`src/rtl/fx2_pkg.sv`:
```
// Shared definitions for the FX2 slave-FIFO scheduler.
package fx2_pkg;

   localparam logic [1:0] FIFOADR_EP2 = 2'b00;
   localparam logic [1:0] FIFOADR_EP6 = 2'b10;

   localparam int unsigned DEF_BLOCK_LEN = 512;
   localparam int unsigned DEF_PKT_SIZE  = 512;

   typedef enum logic [2:0] {
      StIdle,
      StRx,
      StTurn,
      StTx,
      StPktend,
      StDone
   } fx2_state_e;

endpackage

```
`src/rtl/fx2_tx_prefetch.sv`:
```
// Buffer read-ahead for the FIFO6 stream: keeps one byte in flight across the
// 1-cycle RAM latency and stalls with the FX2 full flag.
module fx2_tx_prefetch #(
   parameter int unsigned ADDR_W = 9
) (
   input  logic              i_clk,
   input  logic              i_rst_n,
   input  logic              i_clr,
   input  logic              i_start,
   input  logic              i_active,
   input  logic              i_ready,
   input  logic [ADDR_W:0]   i_rx_count,
   output logic              o_wr,
   output logic              o_ren,
   output logic [ADDR_W-1:0] o_raddr
);

   localparam int unsigned CW = ADDR_W + 1;

   logic [CW-1:0] r_rd_ptr;
   logic          r_tx_valid;
   logic          w_more;

   // Write strobe and next read request; the RAM holds its output while stalled.
   always_comb begin
      o_wr    = i_active & r_tx_valid & i_ready;
      w_more  = (r_rd_ptr < i_rx_count);
      o_ren   = i_start | (o_wr & w_more);
      o_raddr = i_start ? '0 : r_rd_ptr[ADDR_W-1:0];
   end

   // Read pointer and "byte present on buf_rdata" flag.
   always_ff @(posedge i_clk or negedge i_rst_n) begin
      if (!i_rst_n) begin
         r_rd_ptr   <= '0;
         r_tx_valid <= 1'b0;
      end else if (i_clr) begin
         r_rd_ptr   <= '0;
         r_tx_valid <= 1'b0;
      end else if (i_start) begin
         // Address 0 is fetched in the start cycle itself.
         r_rd_ptr   <= CW'(1);
         r_tx_valid <= 1'b1;
      end else if (o_wr) begin
         if (w_more) begin
            r_rd_ptr <= r_rd_ptr + 1'b1;
         end else begin
            r_tx_valid <= 1'b0;
         end
      end
   end

endmodule

```
`src/rtl/fx2_fifo_sched.sv`:
```
// FX2 slave-FIFO scheduler: loads one block from EP2 into the buffer, turns the
// bus around and returns the block on EP6, closing short blocks with PKTEND.
module fx2_fifo_sched
   import fx2_pkg::*;
#(
   parameter int unsigned ADDR_W       = 9,
   parameter int unsigned BLOCK_LEN    = DEF_BLOCK_LEN,
   parameter int unsigned PKT_SIZE     = DEF_PKT_SIZE,
   parameter int unsigned TURN_CYC     = 2,
   parameter int unsigned IDLE_TIMEOUT = 64
) (
   input  logic              clk,
   input  logic              reset_n,
   input  logic              soft_clr,
   input  logic              fifo2_data_available,
   input  logic              fifo6_ready,
   input  logic [7:0]        fifo_datain,
   output logic              fifo_rd,
   output logic              fifo_wr,
   output logic [1:0]        fifo_fifoadr,
   output logic              fifo_datain_oe,
   output logic              fifo_dataout_oe,
   output logic              fifo_pktend,
   output logic [7:0]        fifo_dataout,
   output logic              buf_wen,
   output logic [ADDR_W-1:0] buf_waddr,
   output logic [7:0]        buf_wdata,
   output logic              buf_ren,
   output logic [ADDR_W-1:0] buf_raddr,
   input  logic [7:0]        buf_rdata,
   output logic [ADDR_W:0]   rx_count,
   output logic              busy,
   output logic              block_done
);

   localparam int unsigned CW = ADDR_W + 1;
   localparam int unsigned IW = $clog2(IDLE_TIMEOUT + 1);
   localparam int unsigned TW = (TURN_CYC > 1) ? $clog2(TURN_CYC) : 1;

   localparam logic [CW-1:0] RX_LAST   = CW'(BLOCK_LEN - 1);
   localparam logic [IW-1:0] IDLE_LAST = IW'(IDLE_TIMEOUT - 1);
   localparam logic [TW-1:0] TURN_LAST = TW'(TURN_CYC - 1);

   fx2_state_e    r_state;
   fx2_state_e    w_state_nxt;
   logic [CW-1:0] r_wr_ptr;
   logic [CW-1:0] r_rx_count;
   logic [CW-1:0] r_tx_sent;
   logic [IW-1:0] r_idle_cnt;
   logic [TW-1:0] r_turn_cnt;
   logic          r_datain_oe;

   logic w_rx_rd;
   logic w_rx_full;
   logic w_rx_timeout;
   logic w_turn_last;
   logic w_tx_wr;
   logic w_tx_last;
   logic w_pkt_short;
   logic w_pf_clr;
   logic w_pf_ren;
   logic [ADDR_W-1:0] w_pf_raddr;

   // Transition conditions and next state.
   always_comb begin
      w_rx_rd      = (r_state == StRx) & fifo2_data_available;
      w_rx_full    = w_rx_rd & (r_rx_count == RX_LAST);
      w_rx_timeout = (r_state == StRx) & ~fifo2_data_available & (r_idle_cnt == IDLE_LAST);
      w_turn_last  = (r_state == StTurn) & (r_turn_cnt == TURN_LAST);
      w_tx_last    = w_tx_wr & ((r_tx_sent + 1'b1) == r_rx_count);
      w_pkt_short  = ((32'(r_rx_count) % PKT_SIZE) != 0);
      w_pf_clr     = soft_clr | (r_state == StDone);

      w_state_nxt = r_state;
      unique case (r_state)
         StIdle:   if (fifo2_data_available) w_state_nxt = StRx;
         StRx: begin
            if (w_rx_full) begin
               w_state_nxt = StTurn;
            end else if (w_rx_timeout) begin
               // An empty block has nothing to return.
               w_state_nxt = (r_rx_count != '0) ? StTurn : StIdle;
            end
         end
         StTurn:   if (w_turn_last) w_state_nxt = StTx;
         StTx:     if (w_tx_last) w_state_nxt = w_pkt_short ? StPktend : StDone;
         StPktend: if (fifo6_ready) w_state_nxt = StDone;
         StDone:   w_state_nxt = StIdle;
         default:  w_state_nxt = StIdle;
      endcase
   end

   // State register; soft_clr overrides every transition.
   always_ff @(posedge clk or negedge reset_n) begin
      if (!reset_n) begin
         r_state     <= StIdle;
         r_datain_oe <= 1'b0;
      end else if (soft_clr) begin
         r_state     <= StIdle;
         r_datain_oe <= 1'b0;
      end else begin
         r_state     <= w_state_nxt;
         r_datain_oe <= (w_state_nxt == StIdle) | (w_state_nxt == StRx);
      end
   end

   // Block counters, cleared on soft_clr and at block completion.
   always_ff @(posedge clk or negedge reset_n) begin
      if (!reset_n) begin
         r_wr_ptr   <= '0;
         r_rx_count <= '0;
         r_tx_sent  <= '0;
         r_idle_cnt <= '0;
         r_turn_cnt <= '0;
      end else if (soft_clr || (r_state == StDone)) begin
         r_wr_ptr   <= '0;
         r_rx_count <= '0;
         r_tx_sent  <= '0;
         r_idle_cnt <= '0;
         r_turn_cnt <= '0;
      end else begin
         if (w_rx_rd) begin
            r_wr_ptr   <= r_wr_ptr + 1'b1;
            r_rx_count <= r_rx_count + 1'b1;
            r_idle_cnt <= '0;
         end else if (r_state == StRx) begin
            r_idle_cnt <= r_idle_cnt + 1'b1;
         end else begin
            r_idle_cnt <= '0;
         end
         if (r_state == StTurn) begin
            r_turn_cnt <= w_turn_last ? '0 : r_turn_cnt + 1'b1;
         end else begin
            r_turn_cnt <= '0;
         end
         if (w_tx_wr) begin
            r_tx_sent <= r_tx_sent + 1'b1;
         end
      end
   end

   fx2_tx_prefetch #(
      .ADDR_W (ADDR_W)
   ) u_prefetch (
      .i_clk      (clk),
      .i_rst_n    (reset_n),
      .i_clr      (w_pf_clr),
      .i_start    (w_turn_last),
      .i_active   (r_state == StTx),
      .i_ready    (fifo6_ready),
      .i_rx_count (r_rx_count),
      .o_wr       (w_tx_wr),
      .o_ren      (w_pf_ren),
      .o_raddr    (w_pf_raddr)
   );

   // FX2 and buffer port drive, decoded from state.
   always_comb begin
      fifo_fifoadr    = ((r_state == StIdle) || (r_state == StRx)) ? FIFOADR_EP2 : FIFOADR_EP6;
      fifo_rd         = w_rx_rd;
      fifo_wr         = w_tx_wr;
      fifo_dataout_oe = w_tx_wr;
      fifo_dataout    = buf_rdata;
      fifo_pktend     = (r_state == StPktend) & fifo6_ready;
      buf_wen         = w_rx_rd;
      buf_waddr       = r_wr_ptr[ADDR_W-1:0];
      buf_wdata       = fifo_datain;
      buf_ren         = w_pf_ren;
      buf_raddr       = w_pf_raddr;
      rx_count        = r_rx_count;
      busy            = (r_state != StIdle);
      block_done      = (r_state == StDone);
   end

   assign fifo_datain_oe = r_datain_oe;

endmodule

```
`config.mk`:
```
export PLATFORM = sky130hd
export DESIGN_NAME = fx2_fifo_sched
export DESIGN_NICKNAME = d
export VERILOG_FILES = /design/src/rtl/fx2_pkg.sv /design/src/rtl/fx2_tx_prefetch.sv /design/src/rtl/fx2_fifo_sched.sv
export SDC_FILE = /design/constraint.sdc
export NUM_CORES = 1
export LEC_CHECK = 0
export CORE_ASPECT_RATIO = 0.9
export CORE_MARGIN = 10
export CORE_UTILIZATION = 55
export CTS_BUF_LIST = sky130_fd_sc_hd__clkbuf_8 sky130_fd_sc_hd__clkbuf_16
export CTS_CLUSTER_DIAMETER = 200
export DETAILED_ROUTE_END_ITERATION = 6
export PLACE_DENSITY = 0.86
export SYNTH_ARGS = -nofsm -noshare
export SYNTH_HDL_FRONTEND = slang
export SYNTH_SLANG_ARGS = --single-unit
```
`constraint.sdc`:
```
create_clock -name clk -period 5 [get_ports clk]
set_input_delay 1 -clock clk [delete_from_list [all_inputs] [get_ports clk]]
set_output_delay 1 -clock clk [all_outputs]
set_load 0.01 [all_outputs]
```
**Yosys cells after proc, flatten, opt, wreduce, memory -nomap -nowiden**

Index checks and enable logic that the tools add are counted.
W data, S select, Z words.

- Magnitude comparators: 1
- Multiplexer cells: 33
- Bitwise operators: 14
- Add/sub/neg operators: 6
- Shift-type cells: 0
- Div/mod/pow operators: 0
- Equal/unequal tests: 10
- Multiply operators: 0
- Reduce and logical (&&, ||, !) cells: 13

Operators by type and width:

| operator | count |
|---|---|
| $mux W10 | 10 |
| $add A10 B1 Y10 const B | 4 |
| $reduce_bool A32 Y1 | 1 |
| $mux W3 | 7 |
| $mux W7 | 3 |
| $pmux W3 S5 | 1 |
| $and A1 B1 Y1 | 10 |
| $eq A10 B10 Y1 | 1 |
| $eq A10 B9 Y1 const B | 1 |
| $lt A10 B10 Y1 | 1 |
| $reduce_bool A10 Y1 | 1 |
| $mux W1 | 9 |
| $mux W9 | 1 |
| $reduce_bool A3 Y1 | 3 |
| $add A7 B1 Y7 const B | 1 |
| $eq A7 B6 Y1 const B | 1 |
| $eq A3 B1 Y1 const B | 2 |
| $eq A3 B2 Y1 const B | 2 |
| $eq A3 B3 Y1 const B | 2 |
| $logic_not A3 Y1 | 2 |
| $mux W2 | 2 |
| $reduce_and A2 Y1 | 2 |
| $reduce_bool A2 Y1 | 2 |
| $ne A3 B1 Y1 const B | 1 |
| 4 further kinds | 7 |

- RAM bits: 0
- Register bits after elaboration: 53
- Bits of input ports: 21
- Memories: 0
- Bits in latches: 0
- Word-level logic and storage cells: 86
- Memory bits (read-only): 0

**Longest topological paths before layout**

- Word-level depth: 9
- Gate-level depth with buffers: 11
- Gate-level depth less buffers: 8

**Cells and area by module**

Synthesis repeated with hierarchy kept, for this count alone.

- Cells, all modules: 372
- Area total of the unflattened synthesis: 3432.0 um^2

By module, submodules not included:

| module | instances | area an instance (um^2) | cells an instance | seq. area each (um^2) |
|---|---|---|---|---|
| fx2_fifo_sched | 1 | 2497.4 | 270 | 1026.0 |
| fx2_tx_prefetch | 1 | 934.6 | 102 | 275.3 |

**Least setup slack after synthesis**

No wires, ideal clock.

- Path type: flip-flop to output port
- Start point: register r_rx_count[5], in the netlist rx_count[5]
- End point: output buf_ren
- Path slack: 1.859 ns
- Data arrival time: 2.141 ns
- Buffers on the path: 3
- Cell stages (with the launch flop): 11
- Required time: 4.000 ns
- Cells stage by stage: dfrtp_1 > clkbuf_1 > inv_1 > ha_1 > o21a_1 > o211ai_1 > a31o_1 > a21oi_1 > buf_2 > clkbuf_1 > o21ai_0

- Word-level cells in the longest chain between the ends: 3

RTL lines:

| element | line | RTL |
|---|---|---|
| start: declaration | fx2_fifo_sched.sv:47 | `logic [CW-1:0] r_rx_count;` |
| start signal: assignment | fx2_fifo_sched.sv:124 | `r_rx_count <= r_rx_count + 1'b1;` |
| $lt A10 B10 Y1 | fx2_tx_prefetch.sv:27 | `w_more = (r_rd_ptr < i_rx_count);` |
| $and A1 B1 Y1 | fx2_tx_prefetch.sv:28 | `o_ren = i_start \| (o_wr & w_more);` |
| $or A1 B1 Y1 | fx2_tx_prefetch.sv:28 |  |
| end: declaration | fx2_fifo_sched.sv:28 | `output logic buf_ren,` |

No other way between the ends.

**Worst setup path after layout**

- Start point: register r_rx_count[7], in the netlist rx_count[7]
- End point: output buf_ren

Same word-level chain as after synthesis.

==> results_dict.tcl <==
set metrics [dict create \
    status "finished clean" \
    cts.sink_count 52 \
    first_pass_iters 5 \
    syn_area_per_cell_sq_um 8.81 \
    finalHoldViolations 0 \
    gr-usage-all-layers 0.169 \
    synth_seq_cells 52 \
    rsz0062_at_grt "no" \
    die_x_um 103 \
    hold_depth 1 \
    clock.fmax_mhz 261 \
    overflow 0 \
    crit_type "flip-flop to primary output" \
    syn_inst 388 \
    via_count 2905 \
    synthTopCellsByArea "dfrtp_1 (38%), ha_1 (5.5%), xnor2_1 (4.9%), buf_4 (4.4%), nor2_1 (3.8%)" \
    cts_resized 0 \
    post-route-drc-count 0 \
    top_usage_layer "met2" \
    synth_compound_area_frac 0.141 \
    worstHoldEndpoint "r_turn_cnt" \
    grt_pass1_vias 2731 \
    synth_cell_types 56 \
    rr_startpoint "rx_count[7]" \
    drive_above_1_share 0.0593 \
    max_slew_margin 0.522 \
    cts_made_buffers 5 \
    r2r_end "u_prefetch.r_rd_ptr[4]" \
    synth_top_family_by_area "simple AND/OR/NAND/NOR gates" \
    port_buffers 42 \
    seq_area_frac_synth 0.381 \
    cp-start-kind "flip-flop" \
    min_period_ns 3.83 \
    io_pins 76 \
    post-cts-setup-buffer-count 0 \
    hold_path.class "flip-flop to flip-flop" \
    synthXorXnorAreaFrac 0.0845 \
    cts_hold_buf 0 \
    die-area_sq_um 9780 \
    skew_ns 0.00561 \
    synthFlopType "dfrtp_1" \
    setup_tns_ns 0 \
    first_iter_violations 149 \
    synth_nets 424 \
    yosys_warnings 0 \
    cp_data_required_time_ns 4.00 \
    wl_um 7870 \
    final.period_utilization 0.765 \
    syn2layout_area_growth_pct 12.3 \
    hold_start "r_turn_cnt" \
    maxCapViolCount 0 \
    cp.arrival_ns 2.83 \
    nets 440 \
    root_buffer "clkbuf_8" \
    post-synth-top-count-cell "dfrtp_1" \
    yosysTopAreaCell "dfrtp_1" \
    met3_usage 0.0504 \
    antenna_left 0 \
    placementRows 27 \
    dp_hpwl_um 5710 \
    cts_tree "built" \
    die_height_um 94.8 \
    path_clk_slew_ns 0.10 \
    synth_fa_ha_area_frac 0.0549 \
    cts-htree-levels 2 \
    p_total_mw 0.777 \
    core_area_sq_um 6080 \
    grt.met2_usage 0.266 \
    synth_top_area_frac 0.381 \
    grt_antenna_before_repair 0 \
    cp_max_fo 22 \
    synth_mux_area_frac 0 \
    grt_pass1_wl_um 13500 \
    power.leakage_nw 1.56 \
    report.final.slew_viol_count 0 \
    cts.path.max_buffers 2 \
    start_util 0.562 \
    synth_edf_count 0 \
    grt_max_degree 53 \
    rr_worst_depth 7 \
    gp_congestion 0.880 \
    clock_latency_ns 0.32 \
    power.density_nw_per_um2 202 \
    use_met1 0.221 \
    r2r_slack_ns 2.52 \
    tightestPinTransition_ns 0.715 \
    vias_per_cell 6.09 \
    antenna_cells 0 \
    synthTopCellsByCount "dfrtp_1 (52), nor2_1 (35), nand2_1 (26)" \
    synthArstFlopShare 1.00 \
    setup_viol 0 \
    synth_area_sq_um 3420 \
    peakVddDrop_v 0.000151 \
    cp-end-kind "primary output" \
    synth-simple-area-share 0.250 \
    wl_per_cell_um 16.5 \
]
[per-layer routing]
metal  part of all wire  wire length (um)
met5                  0                 0
met4             0.0084                66
met3              0.084               663
met2               0.46              3640
met1               0.45              3510
[power by group]
part	switching (mW)	internal, mW
clock	0.151	0.150
combinational	0.0308	0.0171
sequential	0.00515	0.423
[sequential cells by signal (all words and copies together), names as in the netlist]
name / flops
r_wr_ptr: 9
r_state: 3
rx_count: 10
r_tx_sent: 10
fifo_datain_oe: 1
u_prefetch.r_tx_valid: 1
r_turn_cnt: 1
u_prefetch.r_rd_ptr: 10
r_idle_cnt: 7
[logic make-up (layout without fill, tap and decap cells)]
kind of cell               after synthesis  count (layout)
AOI/OAI and AO/OA                       72              72
DFF                                     52              52
and+or+nand+nor                        158             158
buffers and inverters                   57              74
xor gates and xnor gates                33              33
other                                    1               1
adders and majority gates               15              15
[critical path, cell delays in order, from the launching register on]
cell	delay, ns
dfrtp_1	0.51
inv_1	0.14
ha_1	0.34
a2111oi_0	0.42
a21oi_1	0.13
buf_4	0.21
o21ai_0	0.18
clkdlybuf4s50_1	0.57
[area by class of cell]
class	instances	area [sq um]
fill	489	2240
multi-input combinational	279	1820
sequential	52	1300
timing repair buffer	46	445
tap	72	90.1
inverter	20	75.1
clock buffer	5	68.8
clock inverter	3	42.5
[stage by stage]
step | hold WS [ns] | std cells | worst slack (ns) | utilization | instance area, sq um
floorplan | 0.410 | 388 | 1.86 | - | 3420
CTS | 0.468 | 477 | 1.16 | 0.632 | 3840
detailed placement | 0.454 | 469 | 1.36 | 0.613 | 3730
global route | 0.499 | 477 | 0.899 | 0.632 | 3840
finish | 0.461 | 477 | 1.17 | 0.632 | 3840
global placement | 0.420 | 469 | 1.39 | 0.613 | 3730
[worst max-delay path by stage]
stage	from	end	slack, ns	cells past startpoint
floorplan	rx_count[5]	buf_ren	1.86	10
CTS	rx_count[7]	buf_ren	1.16	7
detailed placement	fifo6_ready	buf_ren	1.36	5
finish	rx_count[7]	buf_ren	1.17	7
global route	rx_count[7]	buf_ren	0.90	7
global placement	fifo6_ready	buf_ren	1.39	5
[cell usage in the layout (no fill, tap or decap), types with 3 or more instances in the layout]
cell / n
dfrtp_1: 52
ha_1: 15
nor2_1: 35
xor2_1: 14
clkbuf_8: 5
a211oi_1: 5
o31ai_1: 10
nand2_1: 26
nand4_1: 10
buf_4: 4
nor2b_1: 12
nor4_1: 3
nand3_1: 18
or3_1: 10
inv_1: 19
xnor2_1: 19
o21a_1: 4
a21oi_1: 22
or4_1: 8
and3_1: 6
clkdlybuf4s50_1: 41
nand2b_1: 4
o21ai_0: 11
nor3_1: 8
nor3b_1: 5
(Power assumes the default switching activity.)
